<file path="src/rtl/run_bounds.sv">
// Scans captured X then Y occupancy vectors one bit per clock and records up to
// MAX_RUNS qualifying runs per axis as offset, saturated start/end coordinates.
module run_bounds #(
    parameter int WIDTH    = 480,
    parameter int HEIGHT   = 480,
    parameter int COORD_W  = 9,
    parameter int MAX_RUNS = 2,
    parameter int MIN_RUN  = 1,
    parameter int OFFSET   = 10,
    localparam int CNT_W   = $clog2(MAX_RUNS + 1)
) (
    input  logic               clk_in,
    input  logic               rst_in,
    input  logic [WIDTH-1:0]   horz_patterns,
    input  logic [HEIGHT-1:0]  vert_patterns,
    input  logic               start_in,
    output logic               busy_out,
    output logic               valid_out,
    output logic [COORD_W-1:0] x_start_out [MAX_RUNS],
    output logic [COORD_W-1:0] x_end_out   [MAX_RUNS],
    output logic [COORD_W-1:0] y_start_out [MAX_RUNS],
    output logic [COORD_W-1:0] y_end_out   [MAX_RUNS],
    output logic [CNT_W-1:0]   x_count_out,
    output logic [CNT_W-1:0]   y_count_out,
    output logic               x_overflow_out,
    output logic               y_overflow_out
);

    typedef enum logic [1:0] {S_IDLE, S_SCAN_X, S_SCAN_Y, S_DONE} state_t;

    state_t               state_q, state_d;
    logic [WIDTH-1:0]     hsh_q;
    logic [HEIGHT-1:0]    vsh_q;
    logic [COORD_W-1:0]   index_q;
    logic [COORD_W-1:0]   run_start_q;
    logic                 in_run_q;
    logic                 busy_q, valid_q;
    logic [COORD_W-1:0]   xs_q [MAX_RUNS];
    logic [COORD_W-1:0]   xe_q [MAX_RUNS];
    logic [COORD_W-1:0]   ys_q [MAX_RUNS];
    logic [COORD_W-1:0]   ye_q [MAX_RUNS];
    logic [CNT_W-1:0]     xcnt_q, ycnt_q;
    logic                 xovf_q, yovf_q;

    logic                 scan_x, scanning, cur_bit, is_last;
    logic [COORD_W-1:0]   last_idx;
    logic                 end_vld, rec_vld;
    logic [COORD_W-1:0]   end_start, end_stop;
    logic [COORD_W:0]     run_len;

    // Sum is one bit wider than a coordinate so overflow is visible and clamps.
    function automatic logic [COORD_W-1:0] add_off(input logic [COORD_W-1:0] c);
        logic [COORD_W:0] sum;
        sum = {1'b0, c} + (COORD_W+1)'(OFFSET);
        if (sum[COORD_W]) add_off = '1;
        else              add_off = sum[COORD_W-1:0];
    endfunction

    always_comb begin
        scan_x    = (state_q == S_SCAN_X);
        scanning  = (state_q == S_SCAN_X) || (state_q == S_SCAN_Y);
        cur_bit   = scan_x ? hsh_q[0] : vsh_q[0];
        last_idx  = scan_x ? COORD_W'(WIDTH - 1) : COORD_W'(HEIGHT - 1);
        is_last   = (index_q == last_idx);
        end_vld   = 1'b0;
        end_start = run_start_q;
        end_stop  = index_q;
        if (scanning) begin
            if (cur_bit && is_last) begin
                end_vld = 1'b1;
                if (!in_run_q) end_start = index_q;
            end else if (!cur_bit && in_run_q) begin
                end_vld  = 1'b1;
                end_stop = index_q - 1'b1;
            end
        end
        run_len = {1'b0, end_stop} - {1'b0, end_start} + 1'b1;
        rec_vld = end_vld && (run_len >= (COORD_W+1)'(MIN_RUN));
    end

    always_comb begin
        state_d = state_q;
        case (state_q)
            S_IDLE:   if (start_in) state_d = S_SCAN_X;
            S_SCAN_X: if (is_last)  state_d = S_SCAN_Y;
            S_SCAN_Y: if (is_last)  state_d = S_DONE;
            S_DONE:   state_d = S_IDLE;
            default:  state_d = S_IDLE;
        endcase
    end

    always_ff @(posedge clk_in) begin
        if (rst_in) begin
            state_q     <= S_IDLE;
            hsh_q       <= '0;
            vsh_q       <= '0;
            index_q     <= '0;
            run_start_q <= '0;
            in_run_q    <= 1'b0;
            busy_q      <= 1'b0;
            valid_q     <= 1'b0;
            xcnt_q      <= '0;
            ycnt_q      <= '0;
            xovf_q      <= 1'b0;
            yovf_q      <= 1'b0;
            for (int s = 0; s < MAX_RUNS; s++) begin
                xs_q[s] <= '0;
                xe_q[s] <= '0;
                ys_q[s] <= '0;
                ye_q[s] <= '0;
            end
        end else begin
            state_q <= state_d;
            busy_q  <= (state_d != S_IDLE);
            valid_q <= (state_d == S_DONE);

            if (state_q == S_IDLE && start_in) begin
                hsh_q    <= horz_patterns;
                vsh_q    <= vert_patterns;
                index_q  <= '0;
                in_run_q <= 1'b0;
                xcnt_q   <= '0;
                ycnt_q   <= '0;
                xovf_q   <= 1'b0;
                yovf_q   <= 1'b0;
                for (int s = 0; s < MAX_RUNS; s++) begin
                    xs_q[s] <= '0;
                    xe_q[s] <= '0;
                    ys_q[s] <= '0;
                    ye_q[s] <= '0;
                end
            end

            if (scanning) begin
                // The active vector shifts right so bit 0 is always the current index.
                if (scan_x) hsh_q <= hsh_q >> 1;
                else        vsh_q <= vsh_q >> 1;

                if (is_last) begin
                    index_q  <= '0;
                    in_run_q <= 1'b0;
                end else begin
                    index_q <= index_q + 1'b1;
                    if (cur_bit && !in_run_q) begin
                        in_run_q    <= 1'b1;
                        run_start_q <= index_q;
                    end else if (!cur_bit) begin
                        in_run_q <= 1'b0;
                    end
                end

                if (rec_vld && scan_x) begin
                    if (xcnt_q == CNT_W'(MAX_RUNS)) begin
                        xovf_q <= 1'b1;
                    end else begin
                        for (int s = 0; s < MAX_RUNS; s++) begin
                            if (xcnt_q == CNT_W'(s)) begin
                                xs_q[s] <= add_off(end_start);
                                xe_q[s] <= add_off(end_stop);
                            end
                        end
                        xcnt_q <= xcnt_q + 1'b1;
                    end
                end
                if (rec_vld && !scan_x) begin
                    if (ycnt_q == CNT_W'(MAX_RUNS)) begin
                        yovf_q <= 1'b1;
                    end else begin
                        for (int s = 0; s < MAX_RUNS; s++) begin
                            if (ycnt_q == CNT_W'(s)) begin
                                ys_q[s] <= add_off(end_start);
                                ye_q[s] <= add_off(end_stop);
                            end
                        end
                        ycnt_q <= ycnt_q + 1'b1;
                    end
                end
            end
        end
    end

    assign busy_out       = busy_q;
    assign valid_out      = valid_q;
    assign x_start_out    = xs_q;
    assign x_end_out      = xe_q;
    assign y_start_out    = ys_q;
    assign y_end_out      = ye_q;
    assign x_count_out    = xcnt_q;
    assign y_count_out    = ycnt_q;
    assign x_overflow_out = xovf_q;
    assign y_overflow_out = yovf_q;

endmodule

</file>
<file path="config.mk">
export PLATFORM = sky130hd
export DESIGN_NAME = run_bounds
export DESIGN_NICKNAME = d
export VERILOG_FILES = /design/src/rtl/run_bounds.sv
export SDC_FILE = /design/constraint.sdc
export NUM_CORES = 2
export LEC_CHECK = 0
export BUFFER_PORTS_ARGS = -buffer_cell sky130_fd_sc_hd__buf_2
export CAP_MARGIN = 20
export CORE_AREA = 2 2 408 410
export DETAILED_ROUTE_END_ITERATION = 16
export DIE_AREA = 0 0 410 412
export PLACE_DENSITY = 0.51
export SYNTH_ARGS = -nofsm -noshare
export SYNTH_HDL_FRONTEND = slang
export SYNTH_SLANG_ARGS = --single-unit
</file>
<file path="constraint.sdc">
create_clock -name clk_in -period 5.1 [get_ports clk_in]
set_input_delay 0.255 -clock clk_in [delete_from_list [all_inputs] [get_ports clk_in]]
set_output_delay 0.255 -clock clk_in [all_outputs]
set_load 0.1 [all_outputs]
</file>
==> impl_metrics.toml <==
[outcome]
status = "complete, no violations"

[clock_network]
h-tree-depth = 3
cts_buffers = 120
cts_tree = "yes"
cts.root.buffer_cell = "clkbuf_16"
clk_pin_slew_ns = 0.06
clkLatencyLatePin_ns = 0.76
clockBufferDepth = 3
clkSinkCount = 1061

[worst_setup_path]
rrSetupSlack_ns = 0.25
critical_path_arrival_ns = 5.52
cp.required_ns = 5.77
rr_worst_depth = 18
rr_endpoint = "y_end_out[9]"
worst-setup-path-type = "reg2reg"
r2r_start = "state_q[1]"
cp_max_fo = 16
start_kind = "register"
end_kind = "register"

[floorplanning]
core_sq_um = 164200
die_y_microns = 412
design.die.area_sq_um = 168900
start_util_pct = 26.63
ioPinCount = 1043
rows = 149
die_x_microns = 410

[detailed_routing]
ant_nets = 0
wire_per_inst_microns = 18.54
drc = 0
wl_mm = 166.9
drt_iter0_drc = 2659
dr.pass1.iters = 5
via_per_inst = 4.609
vias = 41500

[synth]
synth_top_area_cell = "dfxtp_1"
synth_ff_type = "dfxtp_1"
synth_area_per_cell_sq_um = 9.090
async_reset_ff_share_pct = 0
synth-edff-count = 0
synth_top_area_share_pct = 48.56
netlist_area_sq_um = 43740
synth-simple-area-share_pct = 11.50
synth_nets = 5796
synth_top_family_by_area = "multiplexers"
yosys-top-cells-area = "dfxtp_1 49%, mux2i_1 22%, o21ai_0 11%"
synth_xor_area_share_pct = 0.4376
synth_compound_area_share_pct = 13.07
yosysWarnings = 0
ys_ff_latch = 1061
synthCells = 4812
yosysUniqueCellTypes = 63
synthAdderAreaFrac_pct = 0.6178
yosysSeqAreaShare_pct = 48.56
synthMuxAreaShare_pct = 22.42

[timing]
worst_pin_slew_ns = 0.8664
setup_viol = 0
slew_headroom_pct = 42.24
finClkSkew_ns = 0.02281
final-max-slew-violation-count = 0
post-route-period-util_pct = 95.11
setup_tns_ns = 0
period_minus_slack_ns = 4.851
fmax_ghz = 0.2062
finalHoldViolCount = 0
rsz0062_at_grt = "true"
fin_hold_ws_ns = 0.1167

[layout]
drive_gt1_share_pct = 19.72
finalNetCount = 7635
final_cell_mix = "1061 x dfxtp_1, 1042 x buf_2, 1024 x nand2_1"
fill_cells = 16460
utilization_pct = 39.48
final_common_cell = "dfxtp_1"
syn_to_final_growth_pct = 48.25

[global_route]
grt_max_degree = 129
first_global_vias = 41450
grt_pass1_wl_mm = 248.3
gr-total-overflow = 0
gr-usage-all-layers_pct = 18.80
antenna_found_initial = 62

[job]
cap_violations = 0

[worst_hold_path]
min_path_cells = 4
worstHoldPathType = "in2reg"
hold_start = "rst_in"
hold_end = "in_run_q"

[placement]
gp_congestion = 0.9015
portBuffers = 1042
hpwl_mm = 118.5

[power_and_ir_drop]
finalPower_uw = 20980
p_leak_uw = 0.02646
power_density_nw_per_um2 = 323.4
vdd_drop_max_mv = 0.2894
==> what timing repair did <==
item	4_1_cts	5_1_grt
endpoints found under the setup margin	0	31
hold endpoints to repair	964	0
setup buffers	0	0
hold buffers	963	0
gates resized for setup	0	2
==> cell families (layout without fill, tap and decap cells) <==
logic type,Yosys count,after routing
simple gates,1244,1244
xor+xnor,21,21
flops,1061,1061
compound gates,1106,1106
other cells,0,69
fa+ha+maj,21,21
mux,979,979
buf+inv,380,2314
==> metrics by stage <==
stage	instance area, sq um	setup WS [ns]	cells
detailed placement	51220	0.2831	7755
finish	64850	0.2493	9004
CTS	64670	0.2320	8935
global route	64800	-0.1339	8985
floorplan	43740	0.7864	4812
global placement	51220	0.3439	7755
==> area by class of cell <==
| class | instances | area [sq um] | share of cell area (%) |
|---|---|---|---|
| Tap cell | 2189 | 2739 | 4.223 |
| Timing Repair Buffer | 2079 | 15760 | 24.30 |
| Clock inverter | 27 | 182.7 | 0.2817 |
| Inverter | 18 | 67.56 | 0.1042 |
| Clock buffer | 190 | 3628 | 5.595 |
| Sequential cell | 1061 | 21240 | 32.75 |
| Antenna cell | 69 | 172.7 | 0.2663 |
| Multi-Input combinational cell | 3371 | 21060 | 32.47 |
==> synth_stat cells (5+ instances only) <==
cell type / instances
a21oi_1: 59
and2_1: 7
and3_1: 5
buf_1: 26
buf_2: 26
clkbuf_1: 305
dfxtp_1: 1061
ha_1: 20
inv_1: 17
mux2i_1: 977
nand2_1: 1027
nand2b_1: 13
nand3_1: 77
nor2_1: 72
nor3_1: 8
o211ai_1: 9
o21ai_0: 969
o21ai_1: 17
o21ai_2: 5
o22ai_1: 21
xnor2_1: 12
xor2_1: 8
==> flip-flops by register name, indices dropped and copies added (netlist names) <==
signal,count
x_end_out,18
y_end_out,18
x_start_out,18
x_count_out,2
y_overflow_out,1
y_count_out,2
run_start_q,9
hsh_q,480
busy_out,1
y_start_out,18
in_run_q,1
x_overflow_out,1
valid_out,1
state_q,2
vsh_q,480
index_q,9
==> routing by layer <==
metal  up-vias  global-route usage, %  wire length, microns
met5         -                      0                    52
met4        10                  7.239                  5664
met3       327                  4.230                  9230
met2      1094                  31.62                 80440
met1     19650                  23.29                 71510
li1      20420                      -                     -
==> power breakdown <==
part           internal, uW  switching, uW  total, uW
Sequential             8950            376       9330
Clock                  4840           3650       8490
Combinational          1620           1540       3160
Total                 15400           5570      21000
==> critical path: stages, from the launching register on <==
cell and delay (ns):
dfxtp_1 0.31, inv_1 0.12, ha_1 0.34, mux2_4 0.41, nor2_1 0.36, nor2_1 0.10, a21oi_1 0.22, xnor2_1 0.09
nor2_1 0.09, ha_1 0.19, inv_1 0.07, fa_1 0.47, nand2b_1 0.19, a211oi_1 0.26, mux2i_1 0.14, and4_1 0.27
a21boi_2 0.62, nand2_1 0.30, o22ai_1 0.23
==> worst max path at each step <==
| stage | slack (ns) | end | startpoint |
|---|---|---|---|
| 6_report | 0.25 | y_end_out[9] | state_q[1] |
| 5_1_grt | -0.13 | y_end_out[11] | state_q[1] |
| 4_1_cts | 0.23 | y_end_out[1] | state_q[1] |
| 3_5_place_dp | 0.28 | y_end_out[1] | state_q[1] |
| 3_3_place_gp | 0.34 | y_end_out[13] | state_q[1] |
| 2_1_floorplan | 0.79 | y_start_out[13] | state_q[0] |
(Power assumes the default switching activity.)
